`src/rtl/y86_pkg.sv`:
```
// Shared Y86-64 encodings for the execute stage: instruction codes, status codes,
// ALU/condition function codes, and the M pipeline-register layout with its bubble value.
package y86_pkg;

    localparam logic [3:0] I_HALT   = 4'h0;
    localparam logic [3:0] I_NOP    = 4'h1;
    localparam logic [3:0] I_RRMOVQ = 4'h2;
    localparam logic [3:0] I_IRMOVQ = 4'h3;
    localparam logic [3:0] I_RMMOVQ = 4'h4;
    localparam logic [3:0] I_MRMOVQ = 4'h5;
    localparam logic [3:0] I_OPQ    = 4'h6;
    localparam logic [3:0] I_JXX    = 4'h7;
    localparam logic [3:0] I_CALL   = 4'h8;
    localparam logic [3:0] I_RET    = 4'h9;
    localparam logic [3:0] I_PUSHQ  = 4'hA;
    localparam logic [3:0] I_POPQ   = 4'hB;

    localparam logic [2:0] S_AOK = 3'd1;
    localparam logic [2:0] S_HLT = 3'd2;
    localparam logic [2:0] S_ADR = 3'd3;
    localparam logic [2:0] S_INS = 3'd4;

    localparam logic [3:0] REG_NONE = 4'hF;

    typedef enum logic [3:0] {
        ALU_ADD = 4'h0,
        ALU_SUB = 4'h1,
        ALU_AND = 4'h2,
        ALU_XOR = 4'h3
    } alu_fn_t;

    typedef enum logic [3:0] {
        C_YES = 4'h0,
        C_LE  = 4'h1,
        C_L   = 4'h2,
        C_E   = 4'h3,
        C_NE  = 4'h4,
        C_GE  = 4'h5,
        C_G   = 4'h6
    } cond_t;

    typedef struct packed {
        logic [2:0]  stat;
        logic [3:0]  icode;
        logic        cnd;
        logic [63:0] val_e;
        logic [63:0] val_a;
        logic [3:0]  dst_e;
        logic [3:0]  dst_m;
    } mreg_t;

    typedef struct packed {
        logic zf;
        logic sf;
        logic of;
    } cc_t;

    localparam mreg_t M_BUBBLE = '{stat: S_AOK, icode: I_NOP, cnd: 1'b0, val_e: 64'd0,
                                   val_a: 64'd0, dst_e: REG_NONE, dst_m: REG_NONE};

    localparam cc_t CC_RESET = '{zf: 1'b1, sf: 1'b0, of: 1'b0};

    // Any exception status downstream freezes the condition codes.
    function automatic logic stat_exc(input logic [2:0] s);
        return (s == S_HLT) || (s == S_ADR) || (s == S_INS);
    endfunction

endpackage

```
`src/rtl/execute_if.sv`:
```
// Execute-stage bundle: E register fields in, forwarded results, M register and CC out.
// master = decode/pipeline side driving E fields, slave = execute stage.
interface execute_if;
    logic [2:0]         E_stat;
    logic [3:0]         E_icode;
    logic [3:0]         E_ifun;
    logic signed [63:0] E_valC;
    logic signed [63:0] E_valA;
    logic signed [63:0] E_valB;
    logic [3:0]         E_dstE;
    logic [3:0]         E_dstM;
    logic [2:0]         m_stat;
    logic [2:0]         W_stat;
    logic               M_bubble;

    logic signed [63:0] e_valE;
    logic [3:0]         e_dstE;
    logic               e_Cnd;

    logic [2:0]         M_stat;
    logic [3:0]         M_icode;
    logic               M_Cnd;
    logic signed [63:0] M_valE;
    logic signed [63:0] M_valA;
    logic [3:0]         M_dstE;
    logic [3:0]         M_dstM;

    logic               cc_zf;
    logic               cc_sf;
    logic               cc_of;

    modport master (
        output E_stat, E_icode, E_ifun, E_valC, E_valA, E_valB, E_dstE, E_dstM,
               m_stat, W_stat, M_bubble,
        input  e_valE, e_dstE, e_Cnd,
               M_stat, M_icode, M_Cnd, M_valE, M_valA, M_dstE, M_dstM,
               cc_zf, cc_sf, cc_of
    );

    modport slave (
        input  E_stat, E_icode, E_ifun, E_valC, E_valA, E_valB, E_dstE, E_dstM,
               m_stat, W_stat, M_bubble,
        output e_valE, e_dstE, e_Cnd,
               M_stat, M_icode, M_Cnd, M_valE, M_valA, M_dstE, M_dstM,
               cc_zf, cc_sf, cc_of
    );
endinterface

```
`src/rtl/alu64.sv`:
```
// 64-bit combinational ALU (add/sub/and/xor) with zero/sign/overflow flags.
// Latency: zero cycles; no flow control.
module alu64
    import y86_pkg::*;
(
    input  logic [3:0]         fn,
    input  logic signed [63:0] a,
    input  logic signed [63:0] b,
    output logic signed [63:0] r,
    output logic               zf,
    output logic               sf,
    output logic               of
);

    always_comb begin
        r  = '0;
        of = 1'b0;
        case (fn)
            ALU_ADD: begin
                r  = b + a;
                of = (a[63] == b[63]) && (r[63] != a[63]);
            end
            ALU_SUB: begin
                r  = b - a;
                of = (a[63] != b[63]) && (r[63] != b[63]);
            end
            ALU_AND: r = b & a;
            ALU_XOR: r = b ^ a;
            default: r = '0;
        endcase
    end

    assign zf = (r == 64'sd0);
    assign sf = r[63];

endmodule

```
`src/rtl/execute.sv`:
```
// Y86-64 execute stage: operand select, ALU, CC register, branch/cmov condition, M register.
// Latency: e_* combinational, M register one cycle; no backpressure, M_bubble squashes the M load.
module execute
    import y86_pkg::*;
(
    input  logic     clk,
    input  logic     rst_n,
    execute_if.slave ex
);

    logic signed [63:0] alu_a;
    logic signed [63:0] alu_b;
    logic signed [63:0] alu_r;
    logic [3:0]         alu_fn;
    cc_t                alu_cc;
    cc_t                cc_q;
    mreg_t              m_q;
    logic               set_cc;
    logic               cond;
    logic               cnd;
    logic [3:0]         dst_e;

    always_comb begin
        alu_a = '0;
        case (ex.E_icode)
            I_RRMOVQ, I_OPQ:              alu_a = ex.E_valA;
            I_IRMOVQ, I_RMMOVQ, I_MRMOVQ: alu_a = ex.E_valC;
            I_CALL, I_PUSHQ:              alu_a = -64'sd8;
            I_RET, I_POPQ:                alu_a = 64'sd8;
            default:                      alu_a = '0;
        endcase
    end

    always_comb begin
        alu_b = '0;
        case (ex.E_icode)
            I_RMMOVQ, I_MRMOVQ, I_OPQ, I_CALL, I_RET, I_PUSHQ, I_POPQ: alu_b = ex.E_valB;
            default: alu_b = '0;
        endcase
    end

    assign alu_fn = (ex.E_icode == I_OPQ) ? ex.E_ifun : ALU_ADD;

    alu64 u_alu (
        .fn (alu_fn),
        .a  (alu_a),
        .b  (alu_b),
        .r  (alu_r),
        .zf (alu_cc.zf),
        .sf (alu_cc.sf),
        .of (alu_cc.of)
    );

    assign set_cc = (ex.E_icode == I_OPQ) && (ex.E_ifun <= ALU_XOR)
                 && !stat_exc(ex.m_stat) && !stat_exc(ex.W_stat);

    // Condition uses the CC as registered before this edge, so an OPq result
    // becomes visible to the very next instruction without a stall.
    always_comb begin
        cond = 1'b0;
        case (ex.E_ifun)
            C_YES:   cond = 1'b1;
            C_LE:    cond = (cc_q.sf ^ cc_q.of) | cc_q.zf;
            C_L:     cond = cc_q.sf ^ cc_q.of;
            C_E:     cond = cc_q.zf;
            C_NE:    cond = !cc_q.zf;
            C_GE:    cond = !(cc_q.sf ^ cc_q.of);
            C_G:     cond = !(cc_q.sf ^ cc_q.of) && !cc_q.zf;
            default: cond = 1'b0;
        endcase
    end

    assign cnd   = ((ex.E_icode == I_RRMOVQ) || (ex.E_icode == I_JXX)) ? cond : 1'b0;
    assign dst_e = ((ex.E_icode == I_RRMOVQ) && !cnd) ? REG_NONE : ex.E_dstE;

    always_ff @(posedge clk) begin
        if (!rst_n) begin
            cc_q <= CC_RESET;
            m_q  <= M_BUBBLE;
        end else begin
            if (set_cc) begin
                cc_q <= alu_cc;
            end
            if (ex.M_bubble) begin
                m_q <= M_BUBBLE;
            end else begin
                m_q <= '{stat: ex.E_stat, icode: ex.E_icode, cnd: cnd, val_e: alu_r,
                         val_a: ex.E_valA, dst_e: dst_e, dst_m: ex.E_dstM};
            end
        end
    end

    assign ex.e_valE  = alu_r;
    assign ex.e_dstE  = dst_e;
    assign ex.e_Cnd   = cnd;

    assign ex.M_stat  = m_q.stat;
    assign ex.M_icode = m_q.icode;
    assign ex.M_Cnd   = m_q.cnd;
    assign ex.M_valE  = m_q.val_e;
    assign ex.M_valA  = m_q.val_a;
    assign ex.M_dstE  = m_q.dst_e;
    assign ex.M_dstM  = m_q.dst_m;

    assign ex.cc_zf   = cc_q.zf;
    assign ex.cc_sf   = cc_q.sf;
    assign ex.cc_of   = cc_q.of;

endmodule

```
`src/flat_wrapper.sv`:
```
// flat-port wrapper written by rule: the top's interface ports become plain ports
module execute_flat import y86_pkg::*;
  (clk, rst_n, ex_E_stat, ex_E_icode, ex_E_ifun, ex_E_valC, ex_E_valA, ex_E_valB, ex_E_dstE, ex_E_dstM, ex_m_stat, ex_W_stat, ex_M_bubble, ex_e_valE, ex_e_dstE, ex_e_Cnd, ex_M_stat, ex_M_icode, ex_M_Cnd, ex_M_valE, ex_M_valA, ex_M_dstE, ex_M_dstM, ex_cc_zf, ex_cc_sf, ex_cc_of);
  execute_if ex_i ();
  input  logic clk;
  input  logic rst_n;
  input wire logic [$bits(ex_i.E_stat)-1:0] ex_E_stat;
  input wire logic [$bits(ex_i.E_icode)-1:0] ex_E_icode;
  input wire logic [$bits(ex_i.E_ifun)-1:0] ex_E_ifun;
  input wire logic [$bits(ex_i.E_valC)-1:0] ex_E_valC;
  input wire logic [$bits(ex_i.E_valA)-1:0] ex_E_valA;
  input wire logic [$bits(ex_i.E_valB)-1:0] ex_E_valB;
  input wire logic [$bits(ex_i.E_dstE)-1:0] ex_E_dstE;
  input wire logic [$bits(ex_i.E_dstM)-1:0] ex_E_dstM;
  input wire logic [$bits(ex_i.m_stat)-1:0] ex_m_stat;
  input wire logic [$bits(ex_i.W_stat)-1:0] ex_W_stat;
  input wire logic [$bits(ex_i.M_bubble)-1:0] ex_M_bubble;
  output wire logic [$bits(ex_i.e_valE)-1:0] ex_e_valE;
  output wire logic [$bits(ex_i.e_dstE)-1:0] ex_e_dstE;
  output wire logic [$bits(ex_i.e_Cnd)-1:0] ex_e_Cnd;
  output wire logic [$bits(ex_i.M_stat)-1:0] ex_M_stat;
  output wire logic [$bits(ex_i.M_icode)-1:0] ex_M_icode;
  output wire logic [$bits(ex_i.M_Cnd)-1:0] ex_M_Cnd;
  output wire logic [$bits(ex_i.M_valE)-1:0] ex_M_valE;
  output wire logic [$bits(ex_i.M_valA)-1:0] ex_M_valA;
  output wire logic [$bits(ex_i.M_dstE)-1:0] ex_M_dstE;
  output wire logic [$bits(ex_i.M_dstM)-1:0] ex_M_dstM;
  output wire logic [$bits(ex_i.cc_zf)-1:0] ex_cc_zf;
  output wire logic [$bits(ex_i.cc_sf)-1:0] ex_cc_sf;
  output wire logic [$bits(ex_i.cc_of)-1:0] ex_cc_of;
  assign ex_i.E_stat = ex_E_stat;
  assign ex_i.E_icode = ex_E_icode;
  assign ex_i.E_ifun = ex_E_ifun;
  assign ex_i.E_valC = ex_E_valC;
  assign ex_i.E_valA = ex_E_valA;
  assign ex_i.E_valB = ex_E_valB;
  assign ex_i.E_dstE = ex_E_dstE;
  assign ex_i.E_dstM = ex_E_dstM;
  assign ex_i.m_stat = ex_m_stat;
  assign ex_i.W_stat = ex_W_stat;
  assign ex_i.M_bubble = ex_M_bubble;
  assign ex_e_valE = ex_i.e_valE;
  assign ex_e_dstE = ex_i.e_dstE;
  assign ex_e_Cnd = ex_i.e_Cnd;
  assign ex_M_stat = ex_i.M_stat;
  assign ex_M_icode = ex_i.M_icode;
  assign ex_M_Cnd = ex_i.M_Cnd;
  assign ex_M_valE = ex_i.M_valE;
  assign ex_M_valA = ex_i.M_valA;
  assign ex_M_dstE = ex_i.M_dstE;
  assign ex_M_dstM = ex_i.M_dstM;
  assign ex_cc_zf = ex_i.cc_zf;
  assign ex_cc_sf = ex_i.cc_sf;
  assign ex_cc_of = ex_i.cc_of;
  execute u_core (.clk(clk), .rst_n(rst_n), .ex(ex_i));
endmodule
```
`config.mk`:
```
export PLATFORM = sky130hd
export DESIGN_NAME = execute_flat
export DESIGN_NICKNAME = d
export VERILOG_FILES = /design/src/rtl/y86_pkg.sv /design/src/rtl/execute_if.sv /design/src/rtl/alu64.sv /design/src/rtl/execute.sv /design/src/flat_wrapper.sv
export SDC_FILE = /design/constraint.sdc
export NUM_CORES = 1
export LEC_CHECK = 0
export ABC_AREA = 0
export CORE_ASPECT_RATIO = 2
export CORE_MARGIN = 4
export CORE_UTILIZATION = 55
export CTS_CLUSTER_SIZE = 8
export DETAILED_ROUTE_END_ITERATION = 16
export GPL_TIMING_DRIVEN = 0
export MAX_ROUTING_LAYER = met4
export PLACE_DENSITY_LB_ADDON = 0.1
export SYNTH_ARGS = -nofsm -noshare
export SYNTH_HDL_FRONTEND = slang
export SYNTH_SLANG_ARGS = --single-unit
```
`constraint.sdc`:
```
create_clock -name clk -period 26.1 [get_ports clk]
set_clock_uncertainty 0.2 [all_clocks]
set_input_delay 7.83 -clock clk [delete_from_list [all_inputs] [get_ports clk]]
set_output_delay 7.83 -clock clk [all_outputs]
set_load 0.02 [all_outputs]
```
==> metrics.md, run 1 <==
| Metric | Value |
|---|---|
| Status | stopped before the end |
| Failed at | global routing (5_1_grt) |
| Error | [ERROR GRT-0116] Global routing finished with congestion. Check the congestion regions in the DRC Viewer. |
| Post_cts resized | 0 |
| Initial Utilization | 0.557 |
| Routability Congestion | 1.44 |
| Share of the synthesized area in the top cell type | 0.176 |
| Yosys Warn Count | 0 |
| Clock sink count | 147 |
| I/O Buffers | 432 |
| Synth cell count leaders | 201 x a21oi_1, 191 x nor2_1, 175 x nand2_1 |
| Seq cells post-synth | 147 |
| Clock tree buffer depth | 2 |
| Syn Nets | 2,676 |
| Mapped Cells | 2,322 |
| Vias in the first global route | 24.7k |
| Area contributors post-synth | dfxtp_1 18%, ha_1 9.9%, a21oi_1 6.0% |
| Yosys cell types | 116 |
| Cts hold-fix bufs | 0 |
| Chip Width | 131 um |
| CTS Buf Count | 17 |
| Largest net degree at the start of global routing | 17 |
| HPWL after detailed placement | 73,300 um |
| Number of H-tree levels | 4 |
| Postcts setup bufs | 0 |
| Total track usage | 0.624 |
| Mapped Avg Cell Area | 7.21 um2 |
| Grt ovf | 334 |
| I/O Pins | 436 |
| DIE HEIGHT | 255 um |
| First-pass GRT wire length | 159,000 um |
| Netlist Area Pre-Place | 16,700 um2 |
| Yosys top cell by area | dfxtp_1 |
| EDFF count, synth | 0 |
| Ys async rst share | 0 |
| # rows | 90 |
| Register area share after synthesis | 0.176 |
| Most common cell in the netlist | a21oi_1 |
| CTS Root Cell | clkbuf_16 |
| Dominant synthesized flop cell | dfxtp_1 |
-- through the flow --
step / utilization / hold WS, ns / area [um2] / setup WS, ns / cells
CTS: 0.736 / 0.300 / 22100 / 2.79 / 3152
global placement: 0.716 / 0.281 / 21500 / 3.02 / 3122
detailed placement: 0.716 / 0.291 / 21500 / 2.86 / 3122
floorplan: - / 0.363 / 16700 / 5.96 / 2322
-- metal layers --
metal	GRT usage	overflow
met5	-	-
met4	0.602	86
met3	0.355	10
met2	0.894	228
met1	0.578	10
-- kinds of logic after synthesis --
logic type               count (synthesis)  share of synthesized area
AO/OA/AOI/OAI                          804                      0.340
XOR/XNOR                                27                     0.0141
adder cells (fa/ha/maj)                134                      0.101
buffers and inverters                  313                     0.0811
flip-flops                             147                      0.176
multiplexers                            19                     0.0117
AND/OR/NAND/NOR                        878                      0.276
==> inputs of run 2 (changes only) <==
--- a/config.mk
+++ b/config.mk
@@ -6,14 +6,11 @@
 export NUM_CORES = 1
 export LEC_CHECK = 0
 export ABC_AREA = 0
-export CORE_ASPECT_RATIO = 2
 export CORE_MARGIN = 4
-export CORE_UTILIZATION = 55
-export CTS_CLUSTER_SIZE = 8
+export CORE_UTILIZATION = 40
 export DETAILED_ROUTE_END_ITERATION = 16
 export GPL_TIMING_DRIVEN = 0
-export MAX_ROUTING_LAYER = met4
-export PLACE_DENSITY_LB_ADDON = 0.1
+export PLACE_DENSITY_LB_ADDON = 0.15
 export SYNTH_ARGS = -nofsm -noshare
 export SYNTH_HDL_FRONTEND = slang
 export SYNTH_SLANG_ARGS = --single-unit
==> metrics.md, run 2 <==
| Metric | Value |
|---|---|
| Worst endpoint data arrival time | 15.91 ns |
| Critical path's top delay family | compound AO/OA/AOI/OAI gates |
| Pwr Density | 48.7 nW/um2 |
| Drc violations | 0 |
| # rows | 74 (-18%) |
| Status | finished, final reports clean |
| Clock tree buffer depth | 2 (unchanged) |
| Post_cts resized | 0 (unchanged) |
| Worst R2R Setup Slack | 23.72 ns |
| CTS Root Cell | clkbuf_16 |
| Mapped Avg Cell Area | 7.21 um2 (unchanged) |
| Clock tree from TritonCTS | done |
| Setup_tns | 0 ns |
| Yosys top cell by area | dfxtp_1 |
| Maximum clock rate | 41.8 MHz |
| Vias per inst | 6.56 |
| Yosys Warn Count | 0 (unchanged) |
| Area contributors post-synth | dfxtp_1 18%, ha_1 9.9%, a21oi_1 6.0% |
| Commonest non-fill, non-tap cell in the layout | clkdlybuf4s50_1 |
| Yosys cell types | 116 (unchanged) |
| Vias in the first global route | 20.5k |
| Setup crit end kind | output pin |
| Sw frac | 0.457 |
| Crit-path max cell delay | 0.92 ns |
| Max_slew headroom | 0.0581 |
| Die ar. | 45,200 um2 |
| Crit Path Class | in -> out |
| Share of the synthesized area in the top cell type | 0.176 (unchanged) |
| Worst-skew pair later-pin latency | 0.50 ns |
| Worst Path Buf+Inv | 5 |
| Fin crit share | 0.917 |
| Mapped Cells | 2,322 (unchanged) |
| Dominant synthesized flop cell | dfxtp_1 |
| Critical path's slowest cell | a311oi_1 |
| Routability Congestion | 1.10 (-23%) |
| P_int | 591 uW |
| Hold_ws | 0.359 ns |
| Clock sink count | 147 (unchanged) |
| Ys async rst share | 0 (unchanged) |
| Least-Margin Pin Slew | 1.40 ns |
| Startpoint types | input pin |
| Most frequent cells in the layout | 432 x clkdlybuf4s50_1, 201 x a21oi_1, 191 x nor2_1 |
| Clock network power share | 0.248 |
| Worst-path clk slew | 0.07 ns |
| First-pass GRT wire length | 137,000 um |
| Leak | 9.26 nW |
| Netlist Area Pre-Place | 16,700 um2 (unchanged) |
| Core area | 41,100 um2 |
| Register area share after synthesis | 0.176 (unchanged) |
| Chip Width | 213 um (+62%) |
| Seq cells post-synth | 147 (unchanged) |
| Finish-stage setup viols | 0 |
| Initial antenna violation count | 6 |
| Filler Cell Count | 4,059 |
| EDFF count, synth | 0 (unchanged) |
| Synth cell count leaders | 201 x a21oi_1, 191 x nor2_1, 175 x nand2_1 |
| Routed length per instance | 29.4 um |
| RSZ-0062 raised after global routing | false |
| Combinational share of power | 0.532 |
| Grt ovf | 0 |
| CP Data Required Time | 18.07 ns |
| CTS Buf Count | 17 (unchanged) |
| HPWL after detailed placement | 78,800 um (+7.5%) |
| Fin. Hold Viols | 0 |
| Min Tclk post-route | 23.94 ns |
| Crit path cell chain | clkdlybuf4s50_1, nand2_1, nor2_1, a21oi_1, nor2_1, clkbuf_1, a22o_1, ha_1, inv_1, fa_1, a211oi_1, o21a_1, o21ai_0, a311oi_1, nand2_1, a31oi_1, o21ai_0, a221oi_1, inv_1, clkdlybuf4s50_1 |
| Initial Utilization | 0.407 (-0.149) |
| Syn Nets | 2,676 (unchanged) |
| Fin util | 0.544 |
| Tightest Hold Check Type | reg -> reg |
| Final net count | 3,127 |
| Total track usage | 0.412 |
| Number of H-tree levels | 4 (unchanged) |
| Synth-to-layout area growth | 33.6% |
| Worst-path fanout max | 10 |
| I/O Pins | 436 (unchanged) |
| Layout cells sized above 1 | 0.0581 |
| Max VDD drop | 0.0486 mV |
| Most common cell in the netlist | a21oi_1 |
| Final max-slew violation count | 0 |
| Seq pwr share | 0.220 |
| Largest net degree at the start of global routing | 17 |
| Cts hold-fix bufs | 0 (unchanged) |
| Vias | 21.8k |
| Iteration-0 DRC Markers | 3,000 |
| Antenna-violating nets left | 0 |
| Postcts setup bufs | 0 (unchanged) |
| WL final | 97,900 um |
| Max_cap viols | 0 |
| I/O Buffers | 432 (unchanged) |
| DRT Pass-1 Iters | 7 |
| Sw Pwr | 498 uW |
| DIE HEIGHT | 213 um (-17%) |
==> run 2: cell counts after synthesis <==
Identical to the previous run, type by type.
==> run 2: path summary, 6_finish.rpt <==
kind,startpoint,endpoint,cells after the start
max,ex_E_icode[1],ex_e_valE[40],20
min reg2reg,u_core.ex.cc_sf,u_core.ex.cc_sf,2
min,u_core.ex.cc_sf,u_core.ex.cc_sf,2
max reg2reg,u_core.ex.cc_sf,u_core.ex.M_dstE[0],7
==> run 2: layout make-up <==
cell class	instances	area, um2	area share
Multi-Input combinational cell	1862	12400	0.556
Timing Repair Buffer	432	4320	0.193
Sequential cell	147	2940	0.132
Buffer	145	726	0.0325
Tap cell	532	666	0.0298
Inverter	168	631	0.0282
Clock buffer	18	429	0.0192
Clock inverter	14	190	0.00850
Antenna cell	7	17.5	0.000783
==> run 2: cells by family (layout without fill, tap and decap cells) <==
family | after synthesis | count (layout) | synth area share
compound gates | 804 | 804 | 0.340
mux | 19 | 19 | 0.0117
xor+xnor | 27 | 27 | 0.0141
buf+inv | 313 | 777 | 0.0811
fa+ha+maj | 134 | 134 | 0.101
other cells | 0 | 7 | 0
simple gates | 878 | 878 | 0.276
flops | 147 | 147 | 0.176
==> run 2: power by group through the flow <==
stage / Combinational (mW) / Clock [mW] / Sequential, mW
after floorplan: 0.304 / 0 / 0.260
after global placement: 0.551 / 0 / 0.244
after detailed placement: 0.554 / 0 / 0.245
after CTS: 0.557 / 0.273 / 0.239
after global routing: 0.603 / 0.281 / 0.240
final: 0.579 / 0.270 / 0.239
==> run 2: worst reg2reg max path, stage by stage, from the launching register on <==
cell and delay (ns):
dfxtp_1 0.35, xnor2_1 0.29, o21ai_0 0.13, a221oi_1 0.40, nor4_1 0.14, or3b_2 0.54, nand2b_1 0.13, nand2b_1 0.12
==> run 2: through the flow <==
| stage | setup WS [ns] | cell area [um2] | total power [mW] | instances |
|---|---|---|---|---|
| finish | 2.16 | 22400 | 1.09 | 3325 |
| global route | 2.21 | 22400 | 1.12 | 3322 |
| CTS | 2.60 | 22300 | 1.07 | 3318 |
| detailed placement | 2.63 | 21700 | 0.798 | 3286 |
| global placement | 2.67 | 21700 | 0.795 | 3286 |
| floorplan | 5.96 | 16700 | 0.564 | 2322 |
==> run 2: layer usage <==
metal,routed length (um),part of all wire,GRT usage,vias to the layer above
met5,9,0.000092,0,-
met4,5400,0.055,0.209,2
met3,13000,0.13,0.124,304
met2,42200,0.43,0.639,1660
met1,37300,0.38,0.520,10300
li1,-,-,-,9481
No activity file was read; power rests on OpenSTA's default activity.
